===== config.mk =====
export PLATFORM = sky130hd
export DESIGN_NAME = ahb_lite_master
export DESIGN_NICKNAME = d
export VERILOG_FILES = /design/src/rtl/ahb_lite_master.sv
export SDC_FILE = /design/constraint.sdc
export NUM_CORES = 1
export LEC_CHECK = 0
export CORE_AREA = 5 5 119 93
export CTS_BUF_LIST = sky130_fd_sc_hd__clkbuf_8
export DETAILED_ROUTE_END_ITERATION = 7
export DIE_AREA = 0 0 124 98
export PLACE_DENSITY = 0.9
export SLEW_MARGIN = 20
export SYNTH_ARGS = -nofsm -noshare
export SYNTH_HDL_FRONTEND = slang
export SYNTH_SLANG_ARGS = --single-unit

===== constraint.sdc =====
create_clock -name clk -period 6.1 [get_ports clk]
set_input_delay 1.22 -clock clk [delete_from_list [all_inputs] [get_ports clk]]
set_output_delay 1.22 -clock clk [all_outputs]
set_load 0.02 [all_outputs]

===== src/rtl/ahb_lite_master.sv =====
// Single-outstanding AHB-Lite initiator: one valid/ready command in, one bus transfer, one response pulse out.
// Optional hready-low watchdog is compiled in with `define AHBM_TIMEOUT_EN.
module ahb_lite_master #(
    parameter int ADDR_W         = 7,
    parameter int DATA_W         = 32,
    parameter int TIMEOUT_CYCLES = 16
) (
    input  logic              clk,
    input  logic              nRst,
    input  logic              cmd_valid,
    output logic              cmd_ready,
    input  logic              cmd_write,
    input  logic [ADDR_W-1:0] cmd_addr,
    input  logic [1:0]        cmd_size,
    input  logic [DATA_W-1:0] cmd_wdata,
    output logic              rsp_valid,
    output logic [DATA_W-1:0] rsp_rdata,
    output logic              rsp_error,
    output logic              rsp_timeout,
    output logic [ADDR_W-1:0] haddr,
    output logic [1:0]        hsize,
    output logic              hwrite,
    output logic [1:0]        htrans,
    output logic [DATA_W-1:0] hwdata,
    input  logic [DATA_W-1:0] hrdata,
    input  logic              hready,
    input  logic              hresp
);

    localparam logic [1:0] S_IDLE = 2'd0;
    localparam logic [1:0] S_ADDR = 2'd1;
    localparam logic [1:0] S_DATA = 2'd2;
    localparam logic [1:0] S_ERR2 = 2'd3;

    localparam logic [1:0] HT_IDLE   = 2'b00;
    localparam logic [1:0] HT_NONSEQ = 2'b10;

    // Narrow transfers live in the low lanes; upper bits are forced to zero.
    function automatic logic [DATA_W-1:0] lane_mask(input logic [DATA_W-1:0] d,
                                                    input logic [1:0]        sz);
        logic [DATA_W-1:0] m;
        case (sz)
            2'b00:   m = {{(DATA_W-8){1'b0}}, d[7:0]};
            2'b01:   m = {{(DATA_W-16){1'b0}}, d[15:0]};
            default: m = d;
        endcase
        return m;
    endfunction

    logic [1:0]        state_q, state_d;
    logic [ADDR_W-1:0] haddr_q, haddr_d;
    logic [1:0]        hsize_q, hsize_d;
    logic              hwrite_q, hwrite_d;
    logic [1:0]        htrans_q, htrans_d;
    logic [DATA_W-1:0] hwdata_q, hwdata_d;
    logic [DATA_W-1:0] wdata_q, wdata_d;
    logic              rsp_valid_q, rsp_valid_d;
    logic [DATA_W-1:0] rsp_rdata_q, rsp_rdata_d;
    logic              rsp_error_q, rsp_error_d;
    logic              cmd_illegal;
    logic              cmd_fire;

    assign cmd_ready   = (state_q == S_IDLE) & ~rsp_valid_q;
    assign cmd_fire    = cmd_valid & cmd_ready;
    assign cmd_illegal = (cmd_size == 2'b11) |
                         ((cmd_size == 2'b01) & cmd_addr[0]) |
                         ((cmd_size == 2'b10) & (cmd_addr[1:0] != 2'b00));

`ifdef AHBM_TIMEOUT_EN
    localparam int CNT_W = $clog2(TIMEOUT_CYCLES + 1);
    logic [CNT_W-1:0] cnt_q, cnt_d;
    logic             rsp_timeout_q, rsp_timeout_d;
`endif

    always_comb begin
        state_d     = state_q;
        haddr_d     = haddr_q;
        hsize_d     = hsize_q;
        hwrite_d    = hwrite_q;
        htrans_d    = htrans_q;
        hwdata_d    = hwdata_q;
        wdata_d     = wdata_q;
        rsp_valid_d = 1'b0;
        rsp_error_d = 1'b0;
        rsp_rdata_d = rsp_rdata_q;
`ifdef AHBM_TIMEOUT_EN
        cnt_d         = cnt_q;
        rsp_timeout_d = 1'b0;
`endif
        case (state_q)
            S_IDLE: begin
                if (cmd_fire) begin
                    if (cmd_illegal) begin
                        // Rejected locally: answer next cycle without touching the bus.
                        rsp_valid_d = 1'b1;
                        rsp_error_d = 1'b1;
                        rsp_rdata_d = '0;
                    end else begin
                        state_d  = S_ADDR;
                        htrans_d = HT_NONSEQ;
                        haddr_d  = cmd_addr;
                        hsize_d  = cmd_size;
                        hwrite_d = cmd_write;
                        wdata_d  = lane_mask(cmd_wdata, cmd_size);
`ifdef AHBM_TIMEOUT_EN
                        cnt_d    = '0;
`endif
                    end
                end
            end
            S_ADDR: begin
                if (hready) begin
                    state_d  = S_DATA;
                    htrans_d = HT_IDLE;
                    hwdata_d = wdata_q;
                end
            end
            S_DATA: begin
                if (hready) begin
                    // hresp with hready high is a protocol violation; still report it as an error.
                    state_d     = S_IDLE;
                    rsp_valid_d = 1'b1;
                    rsp_error_d = hresp;
                    rsp_rdata_d = (!hresp && !hwrite_q) ? lane_mask(hrdata, hsize_q) : '0;
                end else if (hresp) begin
                    state_d = S_ERR2;
                end
            end
            default: begin
                if (hready) begin
                    state_d     = S_IDLE;
                    rsp_valid_d = 1'b1;
                    rsp_error_d = 1'b1;
                    rsp_rdata_d = '0;
                end
            end
        endcase
`ifdef AHBM_TIMEOUT_EN
        // Watchdog overrides whatever the phase logic decided on the cycle it expires.
        if (state_q != S_IDLE) begin
            if (hready) begin
                cnt_d = '0;
            end else if (cnt_q == CNT_W'(TIMEOUT_CYCLES - 1)) begin
                cnt_d         = '0;
                state_d       = S_IDLE;
                htrans_d      = HT_IDLE;
                rsp_valid_d   = 1'b1;
                rsp_error_d   = 1'b1;
                rsp_timeout_d = 1'b1;
                rsp_rdata_d   = '0;
            end else begin
                cnt_d = cnt_q + CNT_W'(1);
            end
        end
`endif
    end

    always_ff @(posedge clk or negedge nRst) begin
        if (!nRst) begin
            state_q     <= S_IDLE;
            haddr_q     <= '0;
            hsize_q     <= '0;
            hwrite_q    <= 1'b0;
            htrans_q    <= HT_IDLE;
            hwdata_q    <= '0;
            wdata_q     <= '0;
            rsp_valid_q <= 1'b0;
            rsp_rdata_q <= '0;
            rsp_error_q <= 1'b0;
        end else begin
            state_q     <= state_d;
            haddr_q     <= haddr_d;
            hsize_q     <= hsize_d;
            hwrite_q    <= hwrite_d;
            htrans_q    <= htrans_d;
            hwdata_q    <= hwdata_d;
            wdata_q     <= wdata_d;
            rsp_valid_q <= rsp_valid_d;
            rsp_rdata_q <= rsp_rdata_d;
            rsp_error_q <= rsp_error_d;
        end
    end

`ifdef AHBM_TIMEOUT_EN
    always_ff @(posedge clk or negedge nRst) begin
        if (!nRst) begin
            cnt_q         <= '0;
            rsp_timeout_q <= 1'b0;
        end else begin
            cnt_q         <= cnt_d;
            rsp_timeout_q <= rsp_timeout_d;
        end
    end
    assign rsp_timeout = rsp_timeout_q;
`else
    // No watchdog: TIMEOUT_CYCLES only keeps the parameter list identical across builds.
    localparam bit TIMEOUT_CFG_OK = (TIMEOUT_CYCLES > 0);
    assign rsp_timeout = 1'b0 & TIMEOUT_CFG_OK;
`endif

    assign haddr     = haddr_q;
    assign hsize     = hsize_q;
    assign hwrite    = hwrite_q;
    assign htrans    = htrans_q;
    assign hwdata    = hwdata_q;
    assign rsp_valid = rsp_valid_q;
    assign rsp_rdata = rsp_rdata_q;
    assign rsp_error = rsp_error_q;

endmodule


==> results.py, run 1 <==
metrics = {
    "finish": {
        "fillerInstances": 763,
        "final_cell_area_sq_um": 6400,
        "num_antenna_cells": 0,
        "final_cells": 664,
        "final_nets": 603,
        "regArea_sq_um": 2780,
        "area_delta_synth_final_pct": 41.0,
        "multi_input_comb_area_sq_um": 1510,
        "final_util_pct": 64.7,
        "drive_above_1_share_pct": 15.0,
    },
    "min_path": {
        "min_path_cells": 2,
        "hold_path_end": "hwdata[12]",
        "min_from": "hwdata[12]",
        "holdCritPathClass": "reg -> reg",
    },
    "run": {
        "drv_cap": 0,
    },
    "detailed_routing": {
        "wl_um": 10700,
        "drt_iter0_markers": 153,
        "ant_nets": 0,
        "routedWlPerCell_um": 16.2,
        "drc": 0,
        "vias": 3243,
        "routed_via_density": 4.88,
        "dr.pass1.iters": 4,
    },
    "timing": {
        "finalSetupViolCount": 0,
        "setup_ws_ns": 2.61,
        "max_freq_ghz": 0.287,
        "final_max_slew_viol_count": 0,
        "final.setup.tns_ns": 0,
        "skew_ns": 0.00683,
        "hold_viol_final": 0,
        "max-slew-margin-rel_pct": 48.3,
        "period_needed_ns": 3.49,
        "fin_crit_sh_pct": 57.1,
        "tightest_slew_ns": 0.769,
        "hold_ws_ns": 0.488,
        "grt_setup_unrepaired": "false",
    },
    "placement": {
        "place_hpwl_um": 7930,
        "place_ws_ns": 1.88,
        "place_inst": 648,
        "placed_area_sq_um": 6190,
        "port_buffers": 156,
        "place.gp.congestion": 0.779,
    },
    "grt": {
        "grt_pass1_vias": 3504,
        "antenna_found_initial": 0,
        "grt_pass1_wl_um": 17400,
        "grt_max_degree": 61,
        "grt_overflow": 0,
        "grt_usage_pct": 18.4,
    },
    "floorplan": {
        "core-area_sq_um": 9890,
        "pin_count": 159,
        "rows": 32,
        "fp.dieH_um": 98,
        "dieArea_sq_um": 12200,
        "initial_utilization_pct": 45.9,
        "die_w_um": 124,
    },
    "logic_synthesis": {
        "synth_top_area_cell": "dfrtp_1",
        "synth_area_leaders": "dfrtp_1 61%, mux2_2 12%, mux2i_1 7.1%",
        "yosysTopAreaCellShare_pct": 61.2,
        "synth_flop_cell": "dfrtp_1",
        "synth_edf_count": 0,
        "synth.most_common_cell": "dfrtp_1",
        "netlist_area_sq_um": 4540,
        "async_flop_share_pct": 100,
        "ys_ff_latch": 111,
        "synth_common_cells": "111 x dfrtp_1, 59 x nand2_1, 50 x mux2_2",
        "syn_area_per_cell_sq_um": 12.2,
        "synthesis.instances": 373,
        "yosysSeqAreaShare_pct": 61.2,
        "synth.distinct_cells": 24,
        "yosys_warnings": 0,
    },
    "critical_path": {
        "worst_ep_required_time_ns": 6.36,
        "r2r_end": "rsp_rdata[9]",
        "crit_type": "in -> reg",
        "reg2reg_slack_ns": 3.61,
        "reg2reg_from": "state_q[1]",
        "cp.arrival_ns": 3.74,
        "end_kind": "flop",
        "reg2reg_depth": 5,
        "path_max_fanout": 19,
        "startpoint_type": "input pin",
    },
    "clocking": {
        "post-cts-setup-buffers": 0,
        "cts_tree": "built",
        "clock_latency_ns": 0.37,
        "path_clk_slew_ns": 0.10,
        "root_buffer": "clkbuf_8",
        "holdBufCountCts": 0,
        "cts.repair.resized": 0,
        "cts_inserted_buffers": 9,
        "cts_buffer_depth": 2,
        "clock-sinks": 111,
        "htreeDepth": 3,
    },
    "power": {
        "p_per_area_nw_per_um2": 415,
        "leakage_nw": 3.07,
        "power_mw": 2.65,
        "ir_drop_mv": 0.195,
    },
    "outcome": {
        "status": "completed",
    },
}
==> power breakdown <==
group	switching (mW)	total (mW)	internal (mW)
logic	0.534	1.07	0.537
clock network	0.239	0.438	0.199
registers	0.143	1.15	1.00
==> final cells by class <==
cell class              count  area share, %
clock buffers              10           2.15
clock inverters             5          0.919
inverters                  33           1.94
multi-input cells         206           23.7
flip-flops and latches    111           43.4
well taps                 136           2.66
repair buffers            163           25.2
==> critical path: stages <==
cell and delay (ns):
clkdlybuf4s50_1 0.92, a21oi_1 0.26, o21bai_4 0.58, buf_4 0.37
mux2_2 0.37
==> cell usage in the layout (no fill, tap or decap), drive strengths merged, types with 8 or more instances in the layout <==
master         Yosys  layout
mux2              50      50
buf               13       8
clkdlybuf4s50      0     155
and3              24      24
o21ai             26      26
dfrtp            111     111
mux2i             32      32
clkbuf            11      10
inv               33      33
nand2             59      59
==> metal layers <==
metal | vias to the layer above | GRT usage (%) | part of all wire, %
li1 | 1521 | - | -
met1 | 1589 | 23.4 | 41
met2 | 118 | 29.2 | 49
met3 | 15 | 6.83 | 8.0
met4 | 0 | 5.72 | 1.8
met5 | - | 0 | 0
==> registers in the layout, summed over array words and instances, names as in the netlist, 2 cells and up <==
signal / flops
hwdata: 32
state_q: 2
hsize: 2
rsp_rdata: 32
wdata_q: 32
haddr: 7
==> kinds of logic (layout without fill, tap and decap cells) <==
family	after synthesis	count (layout)	synth area share, %
AOI/OAI and AO/OA	31	31	3.92
buffers and inverters	57	211	5.87
DFF	111	111	61.2
muxes	82	82	19.5
other	1	2	0.0827
and+or+nand+nor	91	91	9.43
==> how the worst max path moves through the flow <==
stage,start,endpoint
finish,cmd_size[1],haddr[3]
global route,cmd_size[1],haddr[3]
CTS,cmd_size[1],rsp_rdata[9]
detailed placement,cmd_size[1],rsp_rdata[9]
global placement,cmd_size[1],rsp_rdata[9]
floorplan,cmd_valid,rsp_rdata[10]
Note: power is estimated with default switching activity, not from simulation.
==> inputs of run 2 (changes only) <==
--- a/config.mk
+++ b/config.mk
@@ -5,11 +5,11 @@
 export SDC_FILE = /design/constraint.sdc
 export NUM_CORES = 1
 export LEC_CHECK = 0
-export CORE_AREA = 5 5 119 93
+export CORE_AREA = 5 5 127 99
 export CTS_BUF_LIST = sky130_fd_sc_hd__clkbuf_8
 export DETAILED_ROUTE_END_ITERATION = 7
-export DIE_AREA = 0 0 124 98
-export PLACE_DENSITY = 0.9
+export DIE_AREA = 0 0 132 104
+export PLACE_DENSITY = 0.84
 export SLEW_MARGIN = 20
 export SYNTH_ARGS = -nofsm -noshare
 export SYNTH_HDL_FRONTEND = slang
==> constraint.sdc (replaced) <==
create_clock -name clk -period 3.1 [get_ports clk]
set_input_delay 0.62 -clock clk [delete_from_list [all_inputs] [get_ports clk]]
set_output_delay 0.62 -clock clk [all_outputs]
set_load 0.02 [all_outputs]
==> run 2 against run 1 <==
Compared with the run above:
- sequential share of layout area decreased by 0.28 points
- register-to-register slack got worse by 2.7 ns
- cell area increased by 0.65%
- sequential power increased by 97%
- via count decreased by 1.1%
- critical path type unchanged
- flip-flop and latch count unchanged
- critical path depth unchanged
- first-iteration DRC count decreased by 12%
- clock power increased by 100%
==> results.py, run 2 (synthesis gave the netlist of run 1 again) <==
metrics = {
    "placement": {
        "place_hpwl_um": 8000,
        "port_buffers": 156,
        "place.gp.congestion": 0.764,
    },
    "floorplan": {
        "dieArea_sq_um": 13700,
        "pin_count": 159,
        "core-area_sq_um": 11300,
        "initial_utilization_pct": 40.2,
        "die_w_um": 132,
        "rows": 34,
        "fp.dieH_um": 104,
    },
    "timing": {
        "fin_crit_sh_pct": 76.0,
        "final_max_slew_viol_count": 0,
        "tightest_slew_ns": 0.712,
        "max-slew-margin-rel_pct": 52.2,
        "skew_ns": 0.00752,
        "period_needed_ns": 2.36,
        "hold_viol_final": 0,
        "grt_setup_unrepaired": "false",
        "final.setup.tns_ns": 0,
        "max_freq_ghz": 0.425,
        "finalSetupViolCount": 0,
    },
    "outcome": {
        "status": "completed",
    },
    "finish": {
        "final_common_cell": "clkdlybuf4s50_1",
        "num_antenna_cells": 0,
        "drive_above_1_share_pct": 15.1,
        "final_util_pct": 57.1,
        "fillerInstances": 906,
        "final_nets": 603,
        "most-common-layout-cells": "155 x clkdlybuf4s50_1, 111 x dfrtp_1, 59 x nand2_1",
        "area_delta_synth_final_pct": 41.9,
    },
    "clocking": {
        "clock_latency_ns": 0.36,
        "holdBufCountCts": 0,
        "cts_tree": "built",
        "root_buffer": "clkbuf_8",
        "post-cts-setup-buffers": 0,
        "clock-sinks": 111,
        "cts_buffer_depth": 2,
        "path_clk_slew_ns": 0.10,
        "cts.repair.resized": 0,
        "cts_inserted_buffers": 9,
        "htreeDepth": 3,
    },
    "min_path": {
        "holdCritPathClass": "in -> async",
    },
    "run": {
        "drv_cap": 0,
    },
    "critical_path": {
        "startpoint_type": "input pin",
        "cp_cell_sequence": "clkdlybuf4s50_1, or4b_4, o31ai_4, buf_12, mux2_2",
        "reg2reg_slack_ns": 0.91,
        "cp.arrival_ns": 2.60,
        "worst_ep_required_time_ns": 3.35,
        "cpMaxStageDelayCell": "or4b_4",
        "end_kind": "flop",
        "r2r_end": "rsp_rdata[11]",
        "cpPeakStageDelay_ns": 0.49,
        "crit_path_end": "rsp_rdata[11]",
        "path_max_fanout": 30,
        "reg2reg_depth": 4,
        "startpoint": "cmd_valid",
        "crit_type": "in -> reg",
        "reg2reg_from": "state_q[1]",
    },
    "grt": {
        "grt_pass1_vias": 3495,
        "grt_pass1_wl_um": 18200,
        "grt_usage_pct": 16.1,
        "grt_max_degree": 82,
        "antenna_found_initial": 0,
        "grt_overflow": 0,
    },
    "detailed_routing": {
        "vias": 3207,
        "dr.pass1.iters": 4,
        "routed_via_density": 4.77,
        "drc": 0,
        "routedWlPerCell_um": 16.2,
        "drt_iter0_markers": 134,
        "ant_nets": 0,
        "wl_um": 10900,
    },
    "power": {
        "power.internal_mw": 3.44,
        "share_comb_of_total_power_pct": 40.2,
        "leakage_nw": 3.08,
        "pwr-share-clk_pct": 16.9,
        "ir_drop_mv": 0.385,
        "p_switching_mw": 1.82,
        "p_per_area_nw_per_um2": 816,
        "switching_share_pct": 34.6,
        "seq_power_share_pct": 43.0,
        "power_mw": 5.26,
    },
}
[run 2: layout make-up]
type / count / area, sq um / area share, %
multi-input combinational: 206 / 1510 / 23.5
clock buffer: 10 / 138 / 2.14
timing repair buffer: 163 / 1640 / 25.4
tap: 144 / 180 / 2.80
clock inverter: 6 / 68.8 / 1.07
sequential: 111 / 2780 / 43.1
inverter: 33 / 124 / 1.92
[run 2: stage by stage]
stage / hold slack (ns) / worst slack (ns) / cells / instance area (sq um)
finish: 0.169 / 0.745 / 673 / 6440
global route: 0.171 / 0.672 / 673 / 6440
CTS: 0.165 / 0.748 / 673 / 6440
detailed placement: 0.470 / 0.362 / 657 / 6230
global placement: 0.461 / 0.424 / 657 / 6230
floorplan: 0.324 / 0.961 / 374 / 4540
[run 2: worst min path at each step]
stage	startpoint	endpoint	slack (ns)	cells after the start
2_1_floorplan	nRst	haddr[0]	0.32	0
3_3_place_gp	hwdata[10]	hwdata[10]	0.46	2
3_5_place_dp	hwdata[15]	hwdata[15]	0.47	2
4_1_cts	nRst	wdata_q[27]	0.16	1
5_1_grt	nRst	hwdata[24]	0.17	1
6_report	nRst	hwdata[24]	0.17	1
[run 2: power groups by stage]
stage | clock network, mW | registers, mW | logic [mW]
after floorplan | 0 | 2.60 | 0.813
after global placement | 0 | 2.26 | 2.08
after detailed placement | 0 | 2.29 | 2.14
after CTS | 0.921 | 2.26 | 2.15
after global routing | 0.984 | 2.33 | 2.29
final | 0.887 | 2.26 | 2.11
[run 2: critical path: cells and delay by family]
family / cells / cell delay [ns]
AND/OR/NAND/NOR: 1 / 0.49
buffers and inverters: 2 / 0.70
multiplexers: 1 / 0.36
AO/OA/AOI/OAI: 1 / 0.41
[run 2: routing by layer]
layer / routed length (um) / vias up / global-route usage [%]
met5: 0 / - / 0
met1: 4650 / 1570 / 20.2
met4: 223 / 0 / 4.85
met3: 634 / 22 / 5.17
li1: - / 1520 / -
met2: 5370 / 95 / 26.7
==> inputs of run 3 (changes only) <==
--- a/config.mk
+++ b/config.mk
@@ -5,11 +5,11 @@
 export SDC_FILE = /design/constraint.sdc
 export NUM_CORES = 1
 export LEC_CHECK = 0
-export CORE_AREA = 5 5 127 99
+export CORE_AREA = 5 5 120 94
 export CTS_BUF_LIST = sky130_fd_sc_hd__clkbuf_8
 export DETAILED_ROUTE_END_ITERATION = 7
-export DIE_AREA = 0 0 132 104
-export PLACE_DENSITY = 0.84
+export DIE_AREA = 0 0 125 99
+export PLACE_DENSITY = 0.88
 export SLEW_MARGIN = 20
 export SYNTH_ARGS = -nofsm -noshare
 export SYNTH_HDL_FRONTEND = slang
==> constraint.sdc (replaced) <==
create_clock -name clk -period 2.22 [get_ports clk]
set_input_delay 0.444 -clock clk [delete_from_list [all_inputs] [get_ports clk]]
set_output_delay 0.444 -clock clk [all_outputs]
set_load 0.02 [all_outputs]
==> run 3 against run 2 <==
Compared with the run above:
- sequential share of layout area fell by 0.50 points
- first-iteration DRC count is 40% higher
- cell area increased by 1.2%
- global-route usage increased by 1.4 points
- via count up 2.2%
- total power is 38% higher
- worst hold slack improved by 0.32 ns
- worst setup slack worse by 0.62 ns
- cell count rose by 0.15%
- clock skew about the same
- flip-flop and latch count unchanged
- critical path type unchanged
- largest cell class unchanged
==> results.py, run 3 (synthesis gave the netlist of run 1 again) <==
metrics = {
    "outcome": {
        "status": "completed",
    },
    "timing": {
        "fin_crit_sh_pct": 94.5,
        "skew_ns": 0.00742,
        "period_needed_ns": 2.10,
        "setup_ws_ns": 0.122,
        "grt_setup_unrepaired": "false",
        "hold_viol_final": 0,
        "finalSetupViolCount": 0,
        "max-slew-margin-rel_pct": 42.8,
        "final_max_slew_viol_count": 0,
        "max_freq_ghz": 0.477,
        "tightest_slew_ns": 0.851,
    },
    "grt": {
        "grt_pass1_vias": 3563,
        "grt_max_degree": 58,
        "grt_usage_pct": 17.5,
        "grt_pass1_wl_um": 17700,
        "antenna_found_initial": 0,
        "grt_overflow": 0,
    },
    "floorplan": {
        "initial_utilization_pct": 45.5,
        "rows": 32,
        "dieArea_sq_um": 12400,
        "die_w_um": 125,
        "core-area_sq_um": 9970,
        "pin_count": 159,
        "fp.dieH_um": 99,
    },
    "power": {
        "ir_drop_mv": 0.678,
        "power_mw": 7.26,
        "leakage_nw": 3.15,
        "p_per_area_nw_per_um2": 1110,
    },
    "detailed_routing": {
        "drc": 0,
        "dr.pass1.iters": 4,
        "wl_um": 10800,
        "drt_iter0_markers": 188,
        "routed_via_density": 4.86,
        "ant_nets": 0,
        "routedWlPerCell_um": 16.0,
        "vias": 3278,
    },
    "finish": {
        "drive_above_1_share_pct": 16.2,
        "regArea_sq_um": 2780,
        "final_nets": 613,
        "num_antenna_cells": 0,
        "final_common_cell": "clkdlybuf4s50_1",
        "area_delta_synth_final_pct": 43.6,
        "multi_input_comb_area_sq_um": 1510,
        "final_cells": 674,
        "fillerInstances": 756,
        "most-common-layout-cells": "154 x clkdlybuf4s50_1, 111 x dfrtp_1, 59 x nand2_1",
        "final_cell_area_sq_um": 6510,
    },
    "placement": {
        "place_ws_ns": -0.249,
        "place_inst": 658,
        "placed_area_sq_um": 6330,
        "port_buffers": 156,
        "place.gp.congestion": 0.776,
        "place_hpwl_um": 8120,
    },
    "clocking": {
        "post-cts-setup-buffers": 0,
        "path_clk_slew_ns": 0.09,
        "clock_latency_ns": 0.35,
        "cts_tree": "built",
        "cts_buffer_depth": 2,
        "cts_inserted_buffers": 9,
        "root_buffer": "clkbuf_8",
        "clock-sinks": 111,
        "htreeDepth": 3,
    },
    "critical_path": {
        "cpMaxStageDelayCell": "or4b_4",
        "cpPeakStageDelay_ns": 0.49,
        "cp_num_buf_inv": 3,
        "worst_ep_required_time_ns": 2.49,
        "cp_cell_sequence": "clkdlybuf4s50_1, or4b_4, o31ai_4, buf_12, buf_4, mux2i_1",
        "cp_top_family": "buffers and inverters",
        "startpoint_type": "input pin",
        "cp.arrival_ns": 2.37,
        "end_kind": "flop",
        "path_max_fanout": 26,
        "cp.depth": 6,
        "reg2reg_depth": 5,
        "reg2reg_slack_ns": 0.16,
        "crit_type": "in -> reg",
    },
    "min_path": {
        "holdCritPathClass": "reg -> reg",
        "min_path_cells": 2,
    },
    "run": {
        "drv_cap": 0,
    },
}
## run 3: final timing paths
| path | to | start |
|---|---|---|
| max in group asynchronous | haddr[6] | nRst |
| max | rsp_rdata[0] | cmd_valid |
| min | hwdata[20] | hwdata[20] |
| max reg2reg | rsp_rdata[0] | state_q[0] |
| min in group asynchronous | hwdata[26] | nRst |
| min reg2reg | hwdata[20] | hwdata[20] |
## run 3: per-stage QoR
stage                     utilization [%]  hold WS [ns]  setup TNS, ns
after floorplan                         -         0.148              0
after global placement               63.5         0.390          -8.13
after detailed placement             63.5         0.395         -10.44
after CTS                            65.3         0.497              0
after global routing                 65.3         0.525              0
final                                65.3         0.492              0
## run 3: layout make-up
class	count	share of cell area, %
flip-flops and latches	111	42.6
repair buffers	173	26.9
multi-input cells	206	23.2
well taps	136	2.61
clock buffers	11	2.32
inverters	33	1.90
clock inverters	4	0.346
## run 3: timing repair
action	4_1_cts	5_1_grt
hold buffers	1	0
resized for setup	0	1
endpoints found under the setup margin	0	1
hold endpoints to repair	24	0
## run 3: report_power, final
part | switching, mW | leakage [nW] | internal (mW)
clock | 0.618 | 0.0964 | 0.459
combinational | 1.51 | 1.63 | 1.55
sequential | 0.360 | 1.43 | 2.76
## run 3: per-layer routing
layer	vias up	wire [um]	track usage, %
met5	-	0	0
met1	1612	4420	21.2
li1	1550	-	-
met3	17	707	6.28
met2	99	5490	30.2
met4	0	136	4.33
## run 3: worst min-delay path, stage by stage (launching register included)
cell     delay [ns]
dfrtp_1        0.35
nand2_1        0.05
o21ai_0        0.06
